**config.mk**
```make
export PLATFORM = sky130hd
export DESIGN_NAME = mult_seq_control
export DESIGN_NICKNAME = d
export VERILOG_FILES = /design/src/rtl/mult_pkg.sv /design/src/rtl/mult_digit_decode.sv /design/src/rtl/mult_seq_control.sv
export SDC_FILE = /design/constraint.sdc
export NUM_CORES = 1
export LEC_CHECK = 0
export BUFFER_PORTS_ARGS = -buffer_cell sky130_fd_sc_hd__buf_2
export CORE_AREA = 10 10 47 49
export CTS_BUF_LIST = sky130_fd_sc_hd__clkbuf_4 sky130_fd_sc_hd__clkbuf_8
export CTS_CLUSTER_SIZE = 28
export DETAILED_ROUTE_END_ITERATION = 10
export DIE_AREA = 0 0 57 59
export PLACE_DENSITY = 0.73
export SLEW_MARGIN = 20
export SYNTH_ARGS = -nofsm -noshare
export SYNTH_HDL_FRONTEND = slang
export SYNTH_HIERARCHICAL = 1
export SYNTH_SLANG_ARGS = --single-unit
```
**constraint.sdc**
```tcl
create_clock -name clk -period 2.4 [get_ports clk]
set_input_delay 0 -clock clk [delete_from_list [all_inputs] [get_ports clk]]
set_output_delay 0 -clock clk [all_outputs]
set_load 0.005 [all_outputs]
```
**src/rtl/mult_pkg.sv**
```systemverilog
// Shared encodings for the sequential shift-add multiplier controller.
package mult_pkg;

  // Controller state encoding (2-bit)
  localparam logic [1:0] ST_IDLE = 2'd0;
  localparam logic [1:0] ST_LOAD = 2'd1;
  localparam logic [1:0] ST_OP   = 2'd2;
  localparam logic [1:0] ST_DONE = 2'd3;

  // Multiple of the multiplicand selected on the datapath adder input
  localparam logic [1:0] MUL_0  = 2'd0;
  localparam logic [1:0] MUL_1X = 2'd1;
  localparam logic [1:0] MUL_2X = 2'd2;
  localparam logic [1:0] MUL_3X = 2'd3;

  typedef enum logic [1:0] {
    S_IDLE = ST_IDLE,
    S_LOAD = ST_LOAD,
    S_OP   = ST_OP,
    S_DONE = ST_DONE
  } state_e;

endpackage

```
**src/rtl/mult_digit_decode.sv**
```systemverilog
// Multiplier digit decoder: maps the multiplier LSBs seen this OP cycle to
// an accumulate command (enable, multiple of multiplicand, subtract).
// The top-most digit of a signed operand carries negative weight, which is
// why the last cycle with the signed latch set is decoded differently.
module mult_digit_decode
  import mult_pkg::*;
#(
  parameter bit RADIX4 = 1'b0
) (
  input  logic [1:0] data_in,
  input  logic       last,
  input  logic       signed_op,
  output logic       wr,
  output logic [1:0] add_mult,
  output logic       sub
);

  // Decode one radix-2 or radix-4 digit into an add/subtract command
  always_comb begin
    wr       = 1'b0;
    add_mult = MUL_0;
    sub      = 1'b0;
    if (RADIX4) begin
      if (last && signed_op) begin
        // Sign digit: bit 1 has weight -2, so 10 = -2 and 11 = -1
        case (data_in)
          2'b01: begin
            wr       = 1'b1;
            add_mult = MUL_1X;
          end
          2'b10: begin
            wr       = 1'b1;
            add_mult = MUL_2X;
            sub      = 1'b1;
          end
          2'b11: begin
            wr       = 1'b1;
            add_mult = MUL_1X;
            sub      = 1'b1;
          end
          default: ;
        endcase
      end else begin
        wr       = |data_in;
        add_mult = data_in;
      end
    end else begin
      // Radix-2: only bit 0 matters; the sign bit is subtracted
      if (data_in[0]) begin
        wr       = 1'b1;
        add_mult = MUL_1X;
        sub      = last & signed_op;
      end
    end
  end

endmodule

```
**src/rtl/mult_seq_control.sv**
```systemverilog
// Sequencer for the shift-add multiplier datapath. Walks IDLE -> LOAD ->
// N_OP shift/accumulate cycles -> DONE, with abort and a one-cycle done pulse.
// All outputs are decoded from state/counter/data_in so that an asynchronous
// reset forces them to their idle values immediately.
// WIDTH must be even when RADIX4=1.
module mult_seq_control
  import mult_pkg::*;
#(
  parameter int WIDTH  = 64,
  parameter bit RADIX4 = 1'b0
) (
  input  logic       clk,
  input  logic       reset,
  input  logic       start,
  input  logic       signed_op,
  input  logic       abort,
  input  logic [1:0] data_in,
  output logic       ready,
  output logic       busy,
  output logic       initial_wr,
  output logic       wr,
  output logic [1:0] add_mult,
  output logic       sub,
  output logic       sh_right,
  output logic       sh_amt,
  output logic       done
);

  localparam int N_OP = RADIX4 ? WIDTH / 2 : WIDTH;
  // Keep at least one counter bit so a degenerate N_OP=1 still elaborates
  localparam int CW = (N_OP > 1) ? $clog2(N_OP) : 1;
  localparam logic [CW-1:0] CNT_LAST = CW'(N_OP - 1);

  state_e          state_reg;
  logic [CW-1:0]   cnt_reg;
  logic            signed_reg;

  logic            in_op;
  logic            last_op;
  logic            dec_wr;
  logic [1:0]      dec_add_mult;
  logic            dec_sub;

  // Controller FSM and OP-cycle counter; signed mode is captured with start
  always_ff @(posedge clk or posedge reset) begin
    if (reset) begin
      state_reg  <= S_IDLE;
      cnt_reg    <= '0;
      signed_reg <= 1'b0;
    end else begin
      case (state_reg)
        S_IDLE: begin
          if (start) begin
            state_reg  <= S_LOAD;
            signed_reg <= signed_op;
          end
        end
        S_LOAD: begin
          cnt_reg   <= '0;
          state_reg <= abort ? S_IDLE : S_OP;
        end
        S_OP: begin
          if (abort) begin
            state_reg <= S_IDLE;
          end else if (cnt_reg == CNT_LAST) begin
            // Exit before the counter could wrap
            state_reg <= S_DONE;
          end else begin
            cnt_reg <= cnt_reg + 1'b1;
          end
        end
        S_DONE: begin
          state_reg <= S_IDLE;
        end
        default: begin
          state_reg <= S_IDLE;
        end
      endcase
    end
  end

  assign in_op   = (state_reg == S_OP);
  assign last_op = in_op && (cnt_reg == CNT_LAST);

  mult_digit_decode #(
    .RADIX4 (RADIX4)
  ) u_digit_decode (
    .data_in   (data_in),
    .last      (last_op),
    .signed_op (signed_reg),
    .wr        (dec_wr),
    .add_mult  (dec_add_mult),
    .sub       (dec_sub)
  );

  // Accumulate commands are only meaningful while shifting
  assign wr         = in_op & dec_wr;
  assign add_mult   = in_op ? dec_add_mult : MUL_0;
  assign sub        = in_op & dec_sub;

  assign ready      = (state_reg == S_IDLE);
  assign busy       = (state_reg == S_LOAD) || in_op;
  assign initial_wr = (state_reg == S_LOAD);
  assign sh_right   = in_op;
  assign sh_amt     = in_op & RADIX4;
  assign done       = (state_reg == S_DONE);

endmodule

```
==> results by stage <==
Critical path:
- Setup slack on the worst reg-to-reg path comes out at 0.77 ns.
- The worst setup path is captured at a primary output.
- The length in cells of the worst reg-to-reg path is 6.
- The most common cell type on the critical path is sky130_fd_sc_hd__inv_1.
- The path type of the worst setup path is reg -> out.
- Data on the critical path is required at its endpoint by approximately 2.4 ns.
- The signal on the critical path passes through inv_1 -> ha_1 -> inv_1 -> nor2_1 -> and3_1 -> and2_1 -> buf_2.
- The delay contributed by the slowest stage of the critical path is 0.41 ns.
- The cell type group with the largest total delay on the critical path is flip-flops.
- The peak fanout along the critical path is 10.
- The launch point of the worst reg-to-reg path is state_reg[0].
- The cell type of the slowest stage on the worst timing path is sky130_fd_sc_hd__dfrtp_1.
- For the worst setup path, the data arrival time is 1.80 ns.
- The critical path contains buffers and inverters numbering 3 combined.
- The worst setup path is launched from a register.
- In this run the critical register-to-register path is captured at state_reg[0].

Global routing:
- The via count of the first global-routing pass was 478.
- The first global-routing pass estimated 2200 µm of wire.
- The total grt overflow is 0.
- Entering global routing, the biggest net connects 11 pins.
- Global routing used 8.36% of the available tracks across all layers.
- The initial antenna violation count came to 0.

Clocking:
- Clock-pin slew was measured on the worst setup and hold paths at 0.06 ns.
- Buffers inserted during clock tree synthesis total 3.
- Buffers added to address setup during post-CTS repair amount to 0.
- No sink is reached through more buffers than the 2 on the longest clock path.
- The later-pin clock latency in the skew report is 0.27 ns.
- The clock tree root driver cell is sky130_fd_sc_hd__clkbuf_4.
- In this run the number of H-tree levels came out at 1.
- The clock tree from TritonCTS is built.
- The number of clock sinks is 9.

Timing:
- The hold violation total from the final report was 0.
- The final hold slack is roughly 0.076 ns.
- The total setup violations reported at the end of the flow is 0.
- The total negative slack for setup checks is 0 ns.
- The max-slew violation count is 0.
- Setup repair after global routing left no endpoint under its margin.
- The maximum achievable frequency is roughly 0.56 GHz.
- The final critical path time including I/O delays and setup is 1.80 ns.
- Of the available clock period, the critical path in the final layout requires between 70% and 80%.
- The maximum clock skew at final layout is 0.000260 ns.

Power and ir drop:
- The power per cell area is 837 nW/µm².
- The worst voltage drop across the vdd grid is about 0.00056 V.
- In this run the static leakage power is ~0.36 nW.

Placed design:
- At the end of routability-driven placement, the weighted congestion stood at between 0.8 and 0.9.
- The post-DP HPWL is 999 µm.
- The count of input and output buffers is 13.

Finish:
- The register with the most flip-flops in the layout has 6 of them.
- The number of nets in the layout is 98.
- The repair_antennas step left the layout with diodes totalling 0.
- In the final layout, the multi-input gates occupy 347 µm².
- Relative to the synthesized area, the layout overhead comes to 16.8%.
- In the final layout, flip-flops and latches occupy ~230 µm².
- Cells with a size suffix above 1 make up 25.0% of the layout.
- Fill cells in the final layout number between 100 and 150.

Yosys:
- The number of distinct library cells after synthesis is 26.
- A synthesized cell averages between 9 and 10 µm².
- The gate count after technology mapping is between 60 and 70.
- The cell area that synthesis handed to floorplanning was 624 µm².
- During synthesis, Yosys emitted a total of 6 warnings.
- The number of synthesized register bits is 9.
- After synthesis, flip-flops and latches occupy 36.1% of the total area.
- The post-synth net total is slightly above 80.

Run status:
- The flow ran to the end, and the final reports show no timing, DRC or antenna violations.

Die:
- For this configuration, the core starts out at a cell density of 44.6%.
- The die width is between 50 and 60 µm.
- The die covers approximately 3400 µm².
- The total core area is 1400 µm².
- From bottom edge to top edge, the die measures 59 µm.
- The top-level I/O count is 17.
- The floorplan has 14 rows.

Hold path:
- The startpoint identified for the worst hold timing path is abort.
- The worst hold endpoint is state_reg[1].
- The tightest min-delay check is of the in -> reg type.
- Along the worst hold path, the cell count comes to 4.

Detailed routing:
- For this run, design rule violations remaining after detail routing come to 0.
- The final wirelength is 1320 µm.
- The detail route stage leaves a number of antenna-violating nets equal to 0.
- The first TritonRoute pass finished after 4 iterations.
- For this block, the initial DRC count from the detailed router was 11.
- The number of vias in the routed layout is about 520.
- After detailed routing, the average wire length per cell comes to about 13 µm.
- The detailed-route vias per instance is 5.21.

Run:
- The number of max-cap violations is 0.
-- what timing repair did --
item | CTS | global route
hold endpoints to repair | 10 | 0
resized for setup | 0 | 0
hold buffers | 2 | 0
-- synth_stat cells (all sizes together) --
library cell  n  area, µm²
and2          5       31.3
a221oi        1       8.76
a31oi         3       33.8
nor3          1       5.00
nor2          6       25.0
dfrtp         9        225
nor2b         1       6.26
conb          2       7.51
o32a          1       10.0
nand2         6       22.5
mux2          1       11.3
nand4         1       6.26
a211oi        1       7.51
and3          2       17.5
nand2b        1       6.26
mux2i         2       20.0
nand3         3       15.0
o21ai         4       20.0
inv           6       22.5
buf           4       30.0
a21oi         2       10.0
and2b         1       7.51
ha            6       75.1
-- metal layers --
| layer | GRT usage (%) | vias to the layer above | part of all wire (%) |
|---|---|---|---|
| met3 | 4.72 | 4 | 8.2 |
| met1 | 9.47 | 245 | 44 |
| met2 | 11.9 | 15 | 45 |
| met4 | 5.03 | 0 | 2.4 |
| li1 | - | 257 | - |
| met5 | 0 | - | 0 |
-- how the worst max path moves through the flow --
stage / depth (start not counted) / from / end
floorplan: 6 / state_reg[0] / state_reg[0]
global placement: 6 / state_reg[0] / state_reg[0]
detailed placement: 6 / state_reg[0] / state_reg[0]
CTS: 7 / state_reg[0] / sub
global route: 7 / state_reg[0] / sub
finish: 7 / state_reg[0] / sub
-- cells by family after synthesis --
logic type	after synthesis	synth area share (%)
AND/OR/NAND/NOR	27	22.8
AO/OA/AOI/OAI	12	14.4
buffers and inverters	10	8.42
flip-flops	9	36.1
adder cells (fa/ha/maj)	6	12.0
multiplexers	3	5.01
other	2	1.20
-- power breakdown --
part           internal [mW]  switching (mW)  total, mW
registers              0.185          0.0282      0.213
clock network         0.0756          0.0558      0.131
logic                  0.122           0.144      0.266
total                  0.382           0.228      0.610
-- worst min-delay path, stage by stage --
cell,delay (ns)
sky130_fd_sc_hd__buf_2,0.11
sky130_fd_sc_hd__nor2_1,0.05
sky130_fd_sc_hd__o21ai_0,0.07
sky130_fd_sc_hd__mux2i_1,0.08
-- area by class of cell --
| type | instances | area share, % |
|---|---|---|
| multi-input combinational | 50 | 47.5 |
| timing repair buffer | 15 | 11.7 |
| sequential | 9 | 30.9 |
| tap | 16 | 2.74 |
| clock buffer | 4 | 4.12 |
| inverter | 6 | 3.09 |
-- stage by stage --
| stage | instances | setup WS [ns] | area (µm²) | util (%) | total power [mW] |
|---|---|---|---|---|---|
| floorplan | 69 | 0.962 | 624 | - | 0.395 |
| global placement | 94 | 0.812 | 679 | 48.5 | 0.476 |
| CTS | 100 | 0.593 | 729 | 52.1 | 0.615 |
| detailed placement | 94 | 0.773 | 679 | 48.5 | 0.485 |
| global route | 100 | 0.462 | 729 | 52.1 | 0.662 |
| finish | 100 | 0.599 | 729 | 52.1 | 0.610 |
-- cells in the final DEF, fill, tap and decap left out, drive strengths merged, types with 2 or more instances in the layout --
cell / count
and2: 5
dfrtp: 9
and3: 2
nand2: 6
buf: 13
ha: 6
nand3: 3
clkbuf: 4
dlygate4sd3: 2
a31oi: 3
o21ai: 4
mux2i: 2
nor2: 6
a21oi: 2
inv: 6
conb: 2
Power figures use the tool's default switching activity.
